File: src/rtl/arb_mux_pkg.sv
// arb_mux_pkg -- shared definitions for the arb_mux codebase slice.
//
// Contents:
//   mode_e  : operating mode encoding (direct select / round-robin)
//   clog2() : constant function, ceiling log2, used to size select fields
package arb_mux_pkg;

  // Operating mode of the multiplexer.
  typedef enum logic {
    MODE_DIRECT = 1'b0,
    MODE_RR     = 1'b1
  } mode_e;

  // Ceiling log2 for elaboration-time sizing; clog2(1) = 0, clog2(4) = 2,
  // clog2(5) = 3.
  function automatic int clog2(input int value);
    int r;
    r = 0;
    while ((32'sd1 <<< r) < value) begin
      r = r + 32'sd1;
    end
    return r;
  endfunction

endpackage

File: src/rtl/arb_mux_rr_arbiter.sv
// rr_arbiter -- combinational round-robin grant selection.
//
// The search starts one past last_ptr and walks upward, wrapping from
// NUM_IN-1 back to 0; the first requesting channel found wins.
//
// Ports:
//   req       : request vector, one bit per channel
//   last_ptr  : index of the most recently served channel
//   grant     : one-hot grant vector (all zero when nothing is requested)
//   grant_idx : binary index of the granted channel (0 when none)
//   any_grant : high when some channel is granted
module rr_arbiter #(
  parameter int NUM_IN = 4,
  parameter int SEL_W  = 2
) (
  input  logic [NUM_IN-1:0] req,
  input  logic [SEL_W-1:0]  last_ptr,
  output logic [NUM_IN-1:0] grant,
  output logic [SEL_W-1:0]  grant_idx,
  output logic              any_grant
);

  // Rotating priority search; once a winner is found later candidates are
  // masked by any_grant, so the grant stays one-hot.
  always_comb begin
    logic [SEL_W-1:0] cand_idx_s;
    logic             hit_s;
    grant      = '0;
    grant_idx  = '0;
    any_grant  = 1'b0;
    cand_idx_s = '0;
    hit_s      = 1'b0;
    for (int k = 1; k <= NUM_IN; k++) begin
      cand_idx_s        = SEL_W'((int'(last_ptr) + k) % NUM_IN);
      hit_s             = !any_grant && req[cand_idx_s];
      grant[cand_idx_s] = grant[cand_idx_s] | hit_s;
      grant_idx         = hit_s ? cand_idx_s : grant_idx;
      any_grant         = any_grant | hit_s;
    end
  end

endmodule

File: src/rtl/arb_mux.sv
// arb_mux -- N-channel valid/ready multiplexer with a one-entry output
// register. Channel choice is either direct (by sel) or round-robin.
//
// Ports:
//   clk       : clock, rising edge
//   reset_n   : asynchronous active-low reset
//   in_data   : packed channel data, channel i at [i*WIDTH +: WIDTH]
//   in_valid  : per-channel valid
//   in_ready  : per-channel ready, at most one bit high
//   mode      : 0 = direct select by sel, 1 = round-robin
//   sel       : channel index for direct mode (values >= NUM_IN grant nothing)
//   out_data  : registered selected data
//   out_valid : out_data/out_src hold a valid word
//   out_ready : downstream accept
//   out_src   : index of the channel that supplied out_data
module arb_mux
  import arb_mux_pkg::*;
#(
  parameter int WIDTH  = 2,
  parameter int NUM_IN = 4,
  parameter int SEL_W  = clog2(NUM_IN)
) (
  input  logic                    clk,
  input  logic                    reset_n,
  input  logic [NUM_IN*WIDTH-1:0] in_data,
  input  logic [NUM_IN-1:0]       in_valid,
  output logic [NUM_IN-1:0]       in_ready,
  input  logic                    mode,
  input  logic [SEL_W-1:0]        sel,
  output logic [WIDTH-1:0]        out_data,
  output logic                    out_valid,
  input  logic                    out_ready,
  output logic [SEL_W-1:0]        out_src
);

  logic [SEL_W-1:0]  last_ptr_r;
  logic              out_valid_r;
  logic [WIDTH-1:0]  out_data_r;
  logic [SEL_W-1:0]  out_src_r;

  logic [NUM_IN-1:0] rr_grant_s;
  logic [SEL_W-1:0]  rr_idx_s;
  logic              rr_any_s;

  logic [NUM_IN-1:0] dir_grant_s;
  logic              dir_any_s;

  logic [NUM_IN-1:0] grant_s;
  logic [SEL_W-1:0]  grant_idx_s;
  logic              grant_any_s;

  logic              load_en_s;
  logic              xfer_s;
  logic [WIDTH-1:0]  sel_data_s;

  rr_arbiter #(
    .NUM_IN (NUM_IN),
    .SEL_W  (SEL_W)
  ) u_rr_arbiter (
    .req       (in_valid),
    .last_ptr  (last_ptr_r),
    .grant     (rr_grant_s),
    .grant_idx (rr_idx_s),
    .any_grant (rr_any_s)
  );

  // Direct-mode grant: compare sel against each existing channel index, so an
  // out-of-range sel simply matches nothing.
  always_comb begin
    dir_grant_s = '0;
    for (int i = 0; i < NUM_IN; i++) begin
      dir_grant_s[i] = (sel == SEL_W'(i)) && in_valid[i];
    end
    dir_any_s = |dir_grant_s;
  end

  // Pick the grant source for the current mode.
  always_comb begin
    grant_s     = '0;
    grant_idx_s = '0;
    grant_any_s = 1'b0;
    case (mode)
      MODE_DIRECT: begin
        grant_s     = dir_grant_s;
        grant_idx_s = sel;
        grant_any_s = dir_any_s;
      end
      MODE_RR: begin
        grant_s     = rr_grant_s;
        grant_idx_s = rr_idx_s;
        grant_any_s = rr_any_s;
      end
      default: begin
        grant_s     = '0;
        grant_idx_s = '0;
        grant_any_s = 1'b0;
      end
    endcase
  end

  // Handshake: the output register can take a word when empty or draining.
  // in_ready is forced low while reset is asserted.
  always_comb begin
    load_en_s = !out_valid_r || out_ready;
    xfer_s    = load_en_s && grant_any_s && reset_n;
    in_ready  = reset_n ? (grant_s & {NUM_IN{load_en_s}}) : '0;
  end

  // Data mux driven by the granted index.
  always_comb begin
    sel_data_s = '0;
    for (int i = 0; i < NUM_IN; i++) begin
      sel_data_s = (grant_idx_s == SEL_W'(i)) ? in_data[i*WIDTH +: WIDTH] : sel_data_s;
    end
  end

  // Output register: load on transfer, clear valid on a bare accept; data and
  // source hold their last value when valid drops.
  always_ff @(posedge clk or negedge reset_n) begin
    if (!reset_n) begin
      out_valid_r <= 1'b0;
      out_data_r  <= '0;
      out_src_r   <= '0;
    end else if (xfer_s) begin
      out_valid_r <= 1'b1;
      out_data_r  <= sel_data_s;
      out_src_r   <= grant_idx_s;
    end else if (out_ready) begin
      out_valid_r <= 1'b0;
    end else begin
      out_valid_r <= out_valid_r;
    end
  end

  // Round-robin pointer follows every accepted transfer in either mode; it
  // resets to NUM_IN-1 so channel 0 has first priority.
  always_ff @(posedge clk or negedge reset_n) begin
    if (!reset_n) begin
      last_ptr_r <= SEL_W'(NUM_IN - 1);
    end else if (xfer_s) begin
      last_ptr_r <= grant_idx_s;
    end else begin
      last_ptr_r <= last_ptr_r;
    end
  end

  assign out_valid = out_valid_r;
  assign out_data  = out_data_r;
  assign out_src   = out_src_r;

endmodule

File: config.mk
export PLATFORM = sky130hd
export DESIGN_NAME = arb_mux
export DESIGN_NICKNAME = d
export VERILOG_FILES = /design/src/rtl/arb_mux_pkg.sv /design/src/rtl/arb_mux_rr_arbiter.sv /design/src/rtl/arb_mux.sv
export SDC_FILE = /design/constraint.sdc
export NUM_CORES = 1
export LEC_CHECK = 0
export ABC_AREA = 1
export ABC_CLOCK_PERIOD_IN_PS = 7700
export CAP_MARGIN = 20
export CORE_MARGIN = 2
export CORE_UTILIZATION = 51
export DETAILED_ROUTE_END_ITERATION = 10
export GPL_ROUTABILITY_DRIVEN = 0
export HOLD_SLACK_MARGIN = 0.15
export PLACE_DENSITY = 0.95
export SYNTH_ARGS = -nofsm -noshare
export SYNTH_HDL_FRONTEND = slang
export SYNTH_SLANG_ARGS = --single-unit
export TNS_END_PERCENT = 1
File: constraint.sdc
create_clock -name clk -period 7.7 [get_ports clk]
set_input_delay 1.54 -clock clk [delete_from_list [all_inputs] [get_ports clk]]
set_output_delay 1.54 -clock clk [all_outputs]
set_load 0.05 [all_outputs]
-- Word-level counts from Yosys, hierarchy flattened
Index checks and enable logic that the tools add are counted.
- register bits: 7
- bits of input ports: 18
- output and inout bits: 9
- logic and storage cells: 95
- add/sub/neg operators: 4
- magnitude comparators: 8
- equal/unequal tests: 6
- multiplexer cells: 41
- bitwise operators: 10
- reductions and logical operators: 22
- operator list (cell ; count):
    $bmux 1 s2 ; 8
    $mux 2 ; 8
    $mux 1 ; 14
    $logic_and 1x1->1 ; 13
    $bwmux 4 ; 3
    $lt 2x3->1 const B ; 4
    $and 4x4->4 ; 2
    $demux 1 s2 ; 4
    $eq 2x2->1 const B ; 4
    $ge 2x1->1 const B ; 4
    $pmux 4 s2 ; 1
    $or 1x1->1 ; 7
    $add 2x1->2 const B ; 2
    $add 2x2->2 const B ; 2
    $eq 2x1->1 const B ; 2
    $logic_not 1->1 ; 4
    $logic_not 2->1 ; 2
    $mux 4 ; 1
    $pmux 2 s2 ; 1
    $reduce_or 4->1 ; 1
    $pmux 1 s2 ; 1
    $reduce_bool 2->1 ; 1
    $logic_or 1x1->1 ; 1
    $not 1->1 ; 1

-- Longest topological paths before layout
Gate-level depths: netlist of run 1.
- word-level depth: 21
- mapped depth: 19
- depth with buffers taken out: 18

-- Hierarchy
A second synthesis of run 1 with hierarchy kept.
- cell total of the unflattened synthesis: 186
- area, all modules: 1057.3 µm²
- by module, submodules not included (module ; instances ; cells each ; area each (µm²) ; seq. area each (µm²)):
    rr_arbiter ; 1 ; 109 ; 564.3 ; 0.0
    arb_mux ; 1 ; 77 ; 493.0 ; 177.7

-- Worst setup path before layout of run 1
Ideal clock, no wire load.
- path type: input port to output port
- start point: input port in_valid[0]
- end point: output port in_ready[0]
- arrival: 3.457 ns
- required time: 6.160 ns
- setup slack: 2.703 ns
- stages on the path: 17
- path buffers: 1
- cells stage by stage: nand2_1 > nand3_2 > nand2_2 > inv_2 > or2_1 > buf_2 > nand3_1 > nand3_1 > nand3_1 > nand2_2 > nand3_1 > nand3_1 > nand3_1 > nand2_1 > nand2_2 > nand2_1 > a21oi_2
- cells in the longest elaborated chain, start to end: 19
- elaborated cells on any way between the ends: 34
- those cells by class: mux (19); bitwise (8); reduce/logical (7)
- ends and longest elaborated chain (item ; RTL line ; text):
    start: declaration ; arb_mux.sv:26 ; input logic [NUM_IN-1:0] in_valid,
    $bmux 1 s2 ; arb_mux_rr_arbiter.sv:35 ; hit_s = !any_grant && req[cand_idx_s];
    $mux 1 (not written as such) ; arb_mux_rr_arbiter.sv:35 ;
    $or 1x1->1 ; arb_mux_rr_arbiter.sv:36 ; grant[cand_idx_s] = grant[cand_idx_s] | hit_s;
    $and 4x4->4 (no line) ; n/a ;
    $bmux 1 s2 ; arb_mux_rr_arbiter.sv:36 ;
    $mux 1 (not written as such) ; arb_mux_rr_arbiter.sv:36 ;
    $or 1x1->1 ; arb_mux_rr_arbiter.sv:36 ;
    $bwmux 4 ; arb_mux_rr_arbiter.sv:36 ;
    [3 not listed] ; n/a ;
    $bwmux 4 ; arb_mux_rr_arbiter.sv:36 ;
    $bmux 1 s2 ; arb_mux_rr_arbiter.sv:36 ;
    $mux 1 (not written as such) ; arb_mux_rr_arbiter.sv:36 ;
    $or 1x1->1 ; arb_mux_rr_arbiter.sv:36 ;
    $bwmux 4 ; arb_mux_rr_arbiter.sv:36 ;
    $pmux 4 s2 * ; arb_mux.sv:82 ; case (mode)
    $and 4x4->4 * ; arb_mux.sv:106 ; in_ready = reset_n ? (grant_s & {NUM_IN{load_en_s}}) : '0;
    $mux 4 * ; arb_mux.sv:106 ;
    end: declaration ; arb_mux.sv:27 ; output logic [NUM_IN-1:0] in_ready,
Mark *: on every way between the ends. The rest lies on a longest branch, timed or not. The select of a mux whose other input is x is not followed.

-- Final worst setup path of run 1
- start point: input port in_valid[2]
- end point: output port in_ready[2]
The elaborated chain is that of the path after synthesis.

==> impl_metrics.tcl, run 1 <==
set metrics [dict create \
    status "complete, no violations" \
    vias 1293 \
    ys_ff_latch 7 \
    syn_area_sq_um 972 \
    die_w_microns 47.7 \
    critPathMaxFanout 6 \
    path_clk_slew_ns 0.05 \
    rsz0062_at_grt "no" \
    hold_buffers 0 \
    cts_sinks 7 \
    routed_via_density 5.82 \
    timing.final.max_slew_violations 0 \
    syn_avg_cell_area_sq_um 5.72 \
    r2r-start "last_ptr_r[0]" \
    n_fill_cell 160 \
    clk_latency_ns 0.24 \
    grt_use_total_pct 28.4 \
    cts_tree "done" \
    skew_ns 0.00121 \
    tightest_slew_ns 0.503 \
    cts_buffers 3 \
    endpoint "in_ready[2]" \
    grt_max_degree 18 \
    num_rows 15 \
    fin_total_pwr_mw 0.606 \
    core_sq_um 1760 \
    max_freq_mhz 162 \
    root_buffer "clkbuf_4" \
    crit_type "input pin to output pin" \
    cts_setup_buffers 0 \
    synth_cell_types 22 \
    io_pins 27 \
    slew_headroom_pct 66.4 \
    maxCapViolCount 0 \
    drive_above_1_share_pct 10.7 \
    syn2layout_area_growth_pct 31.3 \
    syn_inst 170 \
    finalCritPeriodShare_pct 80.1 \
    postRouteAntennaNets 0 \
    place_hpwl_microns 2340 \
    grt_pass1_wl_microns 4600 \
    dieArea_sq_um 2270 \
    r2r_end "out_data[0]" \
    cts_buffer_depth 2 \
    start_util_pct 55.1 \
    fin_tns_setup_ns 0 \
    powerDensity_nw_per_um2 475 \
    die_y_microns 47.7 \
    overflow 0 \
    synth_area_leaders "nand2_1 (17%), nand3_1 (17%), dfrtp_1 (13%), inv_1 (8.5%), o21ai_0 (6.2%)" \
    routed_wl_microns 2910 \
    cp-start-kind "input pin" \
    first_global_vias 1144 \
    ir_worst_vdd_uv 326 \
    antenna_cells 0 \
    cellLeakagePower_nw 0.619 \
    report.final.setup_viol 0 \
    hp-class "flip-flop to flip-flop" \
    synth_seq_area_share_pct 18.3 \
    drt-pass1-iter-count 5 \
    synthArstFlopShare_pct 100 \
    cp.arrival_ns 4.63 \
    ys_warn_count 0 \
    synth_nets 192 \
    post-route-drc-count 0 \
    synth_top_area_share_pct 17.4 \
    layout_min_cycle_time_ns 6.17 \
    nets 220 \
    worst-r2r-cell-count 18 \
    hold_viol_final 0 \
    ys_top_cells_by_count "nand2_1 (45), nand3_1 (33), inv_1 (22)" \
    h-tree-depth 1 \
    crit_required_ns 6.16 \
    yosysTopAreaCell "nand2_1" \
    critPathLaunch "in_valid[2]" \
    rrSetupSlack_ns 4.42 \
    cp-end-kind "output pin" \
    port_buffers 26 \
    cts_resized 0 \
    antenna_found_initial 0 \
    wl_per_cell_microns 13.1 \
    synth_most_common_cell "nand2_1" \
    synth-edff-count 0 \
    ys.flop_type "dfrtp_1" \
    initialDrtViolationCount 65 \
]
[sequential cells by signal, summed over array words and instances, names as in the netlist]
name,cells
out_data,2
out_src,2
last_ptr_r,2
out_valid,1
[worst max-delay path, cell delays in order]
cell	delay [ns]
clkdlybuf4s50_1	0.48
nand2_1	0.14
nand3_2	0.14
nand2_2	0.15
inv_2	0.05
or2_1	0.29
nand3_1	0.13
nand3_1	0.07
nand3_1	0.12
nand2_2	0.08
nand3_1	0.09
nand3_1	0.07
nand3_1	0.11
nand2_1	0.07
nand2_2	0.08
nand2_1	0.07
a21oi_2	0.12
clkdlybuf4s50_1	0.81
[cell usage in the layout (no fill, tap or decap)]
cell             Yosys  layout
clkbuf_1             1       1
a31oi_1              2       2
nand2_1             45      45
o21ai_0             12      12
dfstp_2              2       2
nand3_2              2       2
ha_1                 4       4
clkbuf_4             0       3
nand3_1             33      33
dfrtp_1              5       5
nand2_2              5       5
o311ai_1             1       1
o21ai_1              6       6
nand4_1              5       5
o211ai_1             1       1
a21oi_1              3       3
or2_1                1       1
inv_2                5       5
inv_1               22      22
a21oi_2              4       4
nor2_1               6       6
clkdlybuf4s50_1      0      26
nor3_1               3       3
[metal layers]
| metal | track usage, % | part of all wire (%) |
|---|---|---|
| met1 | 35.6 | 41 |
| met2 | 51.1 | 49 |
| met3 | 3.02 | 7.6 |
| met4 | 8.65 | 2.1 |
| met5 | 0 | 0 |
[kinds of logic after synthesis]
family,share of synthesized area (%)
DFF,18.3
adders and majority gates,5.15
and+or+nand+nor,47.4
buffers and inverters,11.8
AOI/OAI and AO/OA,17.4
[cell type report]
cell class / instances / area, sq um / area share (%)
Tap cell: 25 / 31.3 / 2.45
Multi-Input combinational cell: 133 / 679 / 53.2
Sequential cell: 7 / 178 / 13.9
Clock buffer: 4 / 26.3 / 2.06
Timing Repair Buffer: 26 / 260 / 20.4
Inverter: 27 / 101 / 7.94
[how the worst min path moves through the flow]
stage / endpoint / from / cells past startpoint / slack (ns)
after floorplan: last_ptr_r[1] / last_ptr_r[1] / 2 / 0.58
after global placement: out_src[0] / out_src[0] / 2 / 0.46
after detailed placement: out_src[0] / out_src[0] / 2 / 0.47
after CTS: out_src[1] / out_src[1] / 2 / 0.50
after global routing: out_src[1] / out_src[1] / 2 / 0.52
final: out_src[1] / out_src[1] / 2 / 0.49
[metrics by stage]
stage | area [sq um] | cells | hold slack [ns] | setup slack (ns) | utilization, %
final | 1280 | 222 | 0.486 | 1.53 | 72.3
after floorplan | 972 | 170 | 0.581 | 2.70 | -
after detailed placement | 1250 | 218 | 0.470 | 1.59 | 70.9
after global routing | 1280 | 222 | 0.524 | 1.33 | 72.3
after CTS | 1280 | 222 | 0.495 | 1.58 | 72.3
after global placement | 1250 | 218 | 0.464 | 1.68 | 70.9
[power breakdown]
| part | total (mW) | switching [mW] | internal [mW] |
|---|---|---|---|
| sequential | 0.0821 | 0.0251 | 0.0570 |
| clock | 0.0324 | 0.0127 | 0.0197 |
| combinational | 0.492 | 0.330 | 0.162 |
(Power assumes the default switching activity.)
==> run 2, diff against run 1 <==
--- a/config.mk
+++ b/config.mk
@@ -6,14 +6,14 @@
 export NUM_CORES = 1
 export LEC_CHECK = 0
 export ABC_AREA = 1
-export ABC_CLOCK_PERIOD_IN_PS = 7700
+export ABC_CLOCK_PERIOD_IN_PS = 6400
 export CAP_MARGIN = 20
 export CORE_MARGIN = 2
-export CORE_UTILIZATION = 51
+export CORE_UTILIZATION = 48
 export DETAILED_ROUTE_END_ITERATION = 10
 export GPL_ROUTABILITY_DRIVEN = 0
 export HOLD_SLACK_MARGIN = 0.15
-export PLACE_DENSITY = 0.95
+export PLACE_DENSITY = 0.91
 export SYNTH_ARGS = -nofsm -noshare
 export SYNTH_HDL_FRONTEND = slang
 export SYNTH_SLANG_ARGS = --single-unit
==> constraint.sdc (replaced) <==
create_clock -name clk -period 6.4 [get_ports clk]
set_input_delay 1.28 -clock clk [delete_from_list [all_inputs] [get_ports clk]]
set_output_delay 1.28 -clock clk [all_outputs]
set_load 0.05 [all_outputs]
==> run 2 against run 1 <==
  * Clock skew rose by 0.0020 ns
  * Die area rose by 5.7%
  * Via count fell by 0.77%
  * Non-clock buffer count did not move
  * Sequential share of layout area barely moved
  * Sequential power rose by 20%
  * Power rose by 21%
==> impl_metrics.tcl, run 2 (synthesized netlist as in run 1, its figures left out) <==
set metrics [dict create \
    hold_buffers 0 \
    placed_area_sq_um 1250 \
    crit_required_ns 5.12 \
    crit_type "input pin to output pin" \
    cts_sinks 7 \
    dieArea_sq_um 2400 \
    max_freq_mhz 177 \
    slew_headroom_pct 65.6 \
    place_hpwl_microns 2350 \
    hold_viol_final 0 \
    layout_min_cycle_time_ns 5.65 \
    skew_ns 0.00316 \
    cp.arrival_ns 4.37 \
    worst-r2r-cell-count 18 \
    grt_use_total_pct 27.1 \
    root_buffer "clkbuf_4" \
    cp_slowest_cell "clkdlybuf4s50_1" \
    drive_above_1_share_pct 10.7 \
    hold_path_depth 2 \
    die_y_microns 49.0 \
    powerDensity_nw_per_um2 573 \
    port_buffers 26 \
    antenna_found_initial 0 \
    layout_common_cells "nand2_1 (45), nand3_1 (33), clkdlybuf4s50_1 (26), inv_1 (22), o21ai_0 (12)" \
    cts_resized 0 \
    cp-end-kind "output pin" \
    tightest_slew_ns 0.515 \
    grt_max_degree 18 \
    antenna_cells 0 \
    ir_worst_vdd_uv 261 \
    crit_chain "clkdlybuf4s50_1, nand2_2, nand3_2, nand2_2, inv_2, or2_1, nand3_1, nand3_1, nand3_1, nand2_2, nand3_1, nand3_1, nand3_1, nand2_1, nand2_2, nand2_1, a21oi_2, clkdlybuf4s50_1" \
    num_rows 16 \
    first_global_vias 1282 \
    crit_top_cell "nand3_1" \
    nets 220 \
    routed_wl_microns 2910 \
    vias 1283 \
    start_util_pct 50.1 \
    cts_buffers 3 \
    cellLeakagePower_nw 0.619 \
    hp-class "flip-flop to flip-flop" \
    h-tree-depth 1 \
    cts_buffer_depth 2 \
    fin_area_sq_um 1280 \
    cts_setup_buffers 0 \
    critPathMaxFanout 6 \
    rsz0062_at_grt "no" \
    die_w_microns 49.0 \
    maxCapViolCount 0 \
    wl_per_cell_microns 13.0 \
    syn2layout_area_growth_pct 31.5 \
    initialDrtViolationCount 68 \
    final_util_pct 65.9 \
    drt-pass1-iter-count 5 \
    cp-start-kind "input pin" \
    critPathMaxStageDelay_ns 0.81 \
    io_pins 27 \
    post-route-drc-count 0 \
    core_sq_um 1940 \
    final_common_cell "nand2_1" \
    cts_tree "done" \
    grt_pass1_wl_microns 5280 \
    fin_tns_setup_ns 0 \
    clk_latency_ns 0.25 \
    overflow 0 \
    finalCritPeriodShare_pct 88.3 \
    timing.final.max_slew_violations 0 \
    routed_via_density 5.73 \
    path_clk_slew_ns 0.05 \
    report.final.setup_viol 0 \
    postRouteAntennaNets 0 \
    status "complete, no violations" \
]
[run 2: cell counts in the layout (fill, tap and decap cells not counted)]
Identical to the previous run, type by type.
[run 2: final cells by class]
cell class                      instances  area (sq um)
Multi-Input combinational cell        133           679
Fill cell                             187           663
Timing Repair Buffer                   26           260
Sequential cell                         7           178
Inverter                               27           101
Tap cell                               27          33.8
Clock buffer                            4          26.3
[run 2: worst paths after layout]
check,from,to,slack (ns)
max,in_valid[1],in_ready[2],0.75
min in group asynchronous,reset_n,out_valid,1.30
max in group asynchronous,reset_n,last_ptr_r[1],4.80
max reg2reg,last_ptr_r[0],out_data[0],3.10
min reg2reg,out_src[1],out_src[1],0.48
min,out_src[1],out_src[1],0.48
[run 2: per-layer routing]
layer / vias to the layer above / GRT usage [%] / part of all wire [%]
li1: 623 / - / -
met1: 565 / 33.9 / 39
met2: 87 / 47.9 / 50
met3: 8 / 3.07 / 9.0
met4: 0 / 9.52 / 1.7
met5: - / 0 / 0
[run 2: where the power goes]
part | switching (mW) | total, mW | internal (mW)
clock network | 0.0177 | 0.0415 | 0.0239
logic | 0.398 | 0.592 | 0.194
registers | 0.0304 | 0.0989 | 0.0685
[run 2: critical path, delay by kind of cell]
kind	cells	cell delay, ns
compound gates	1	0.13
simple gates	14	1.62
buf+inv	3	1.33
[run 2: through the flow]
step	worst slack (ns)	std cells	hold WS, ns	total power [mW]
after floorplan	1.92	170	0.581	0.544
after CTS	0.803	224	0.487	0.721
after global placement	0.911	220	0.467	0.654
after detailed placement	0.805	220	0.472	0.676
after global routing	0.495	224	0.517	0.809
final	0.749	224	0.479	0.732
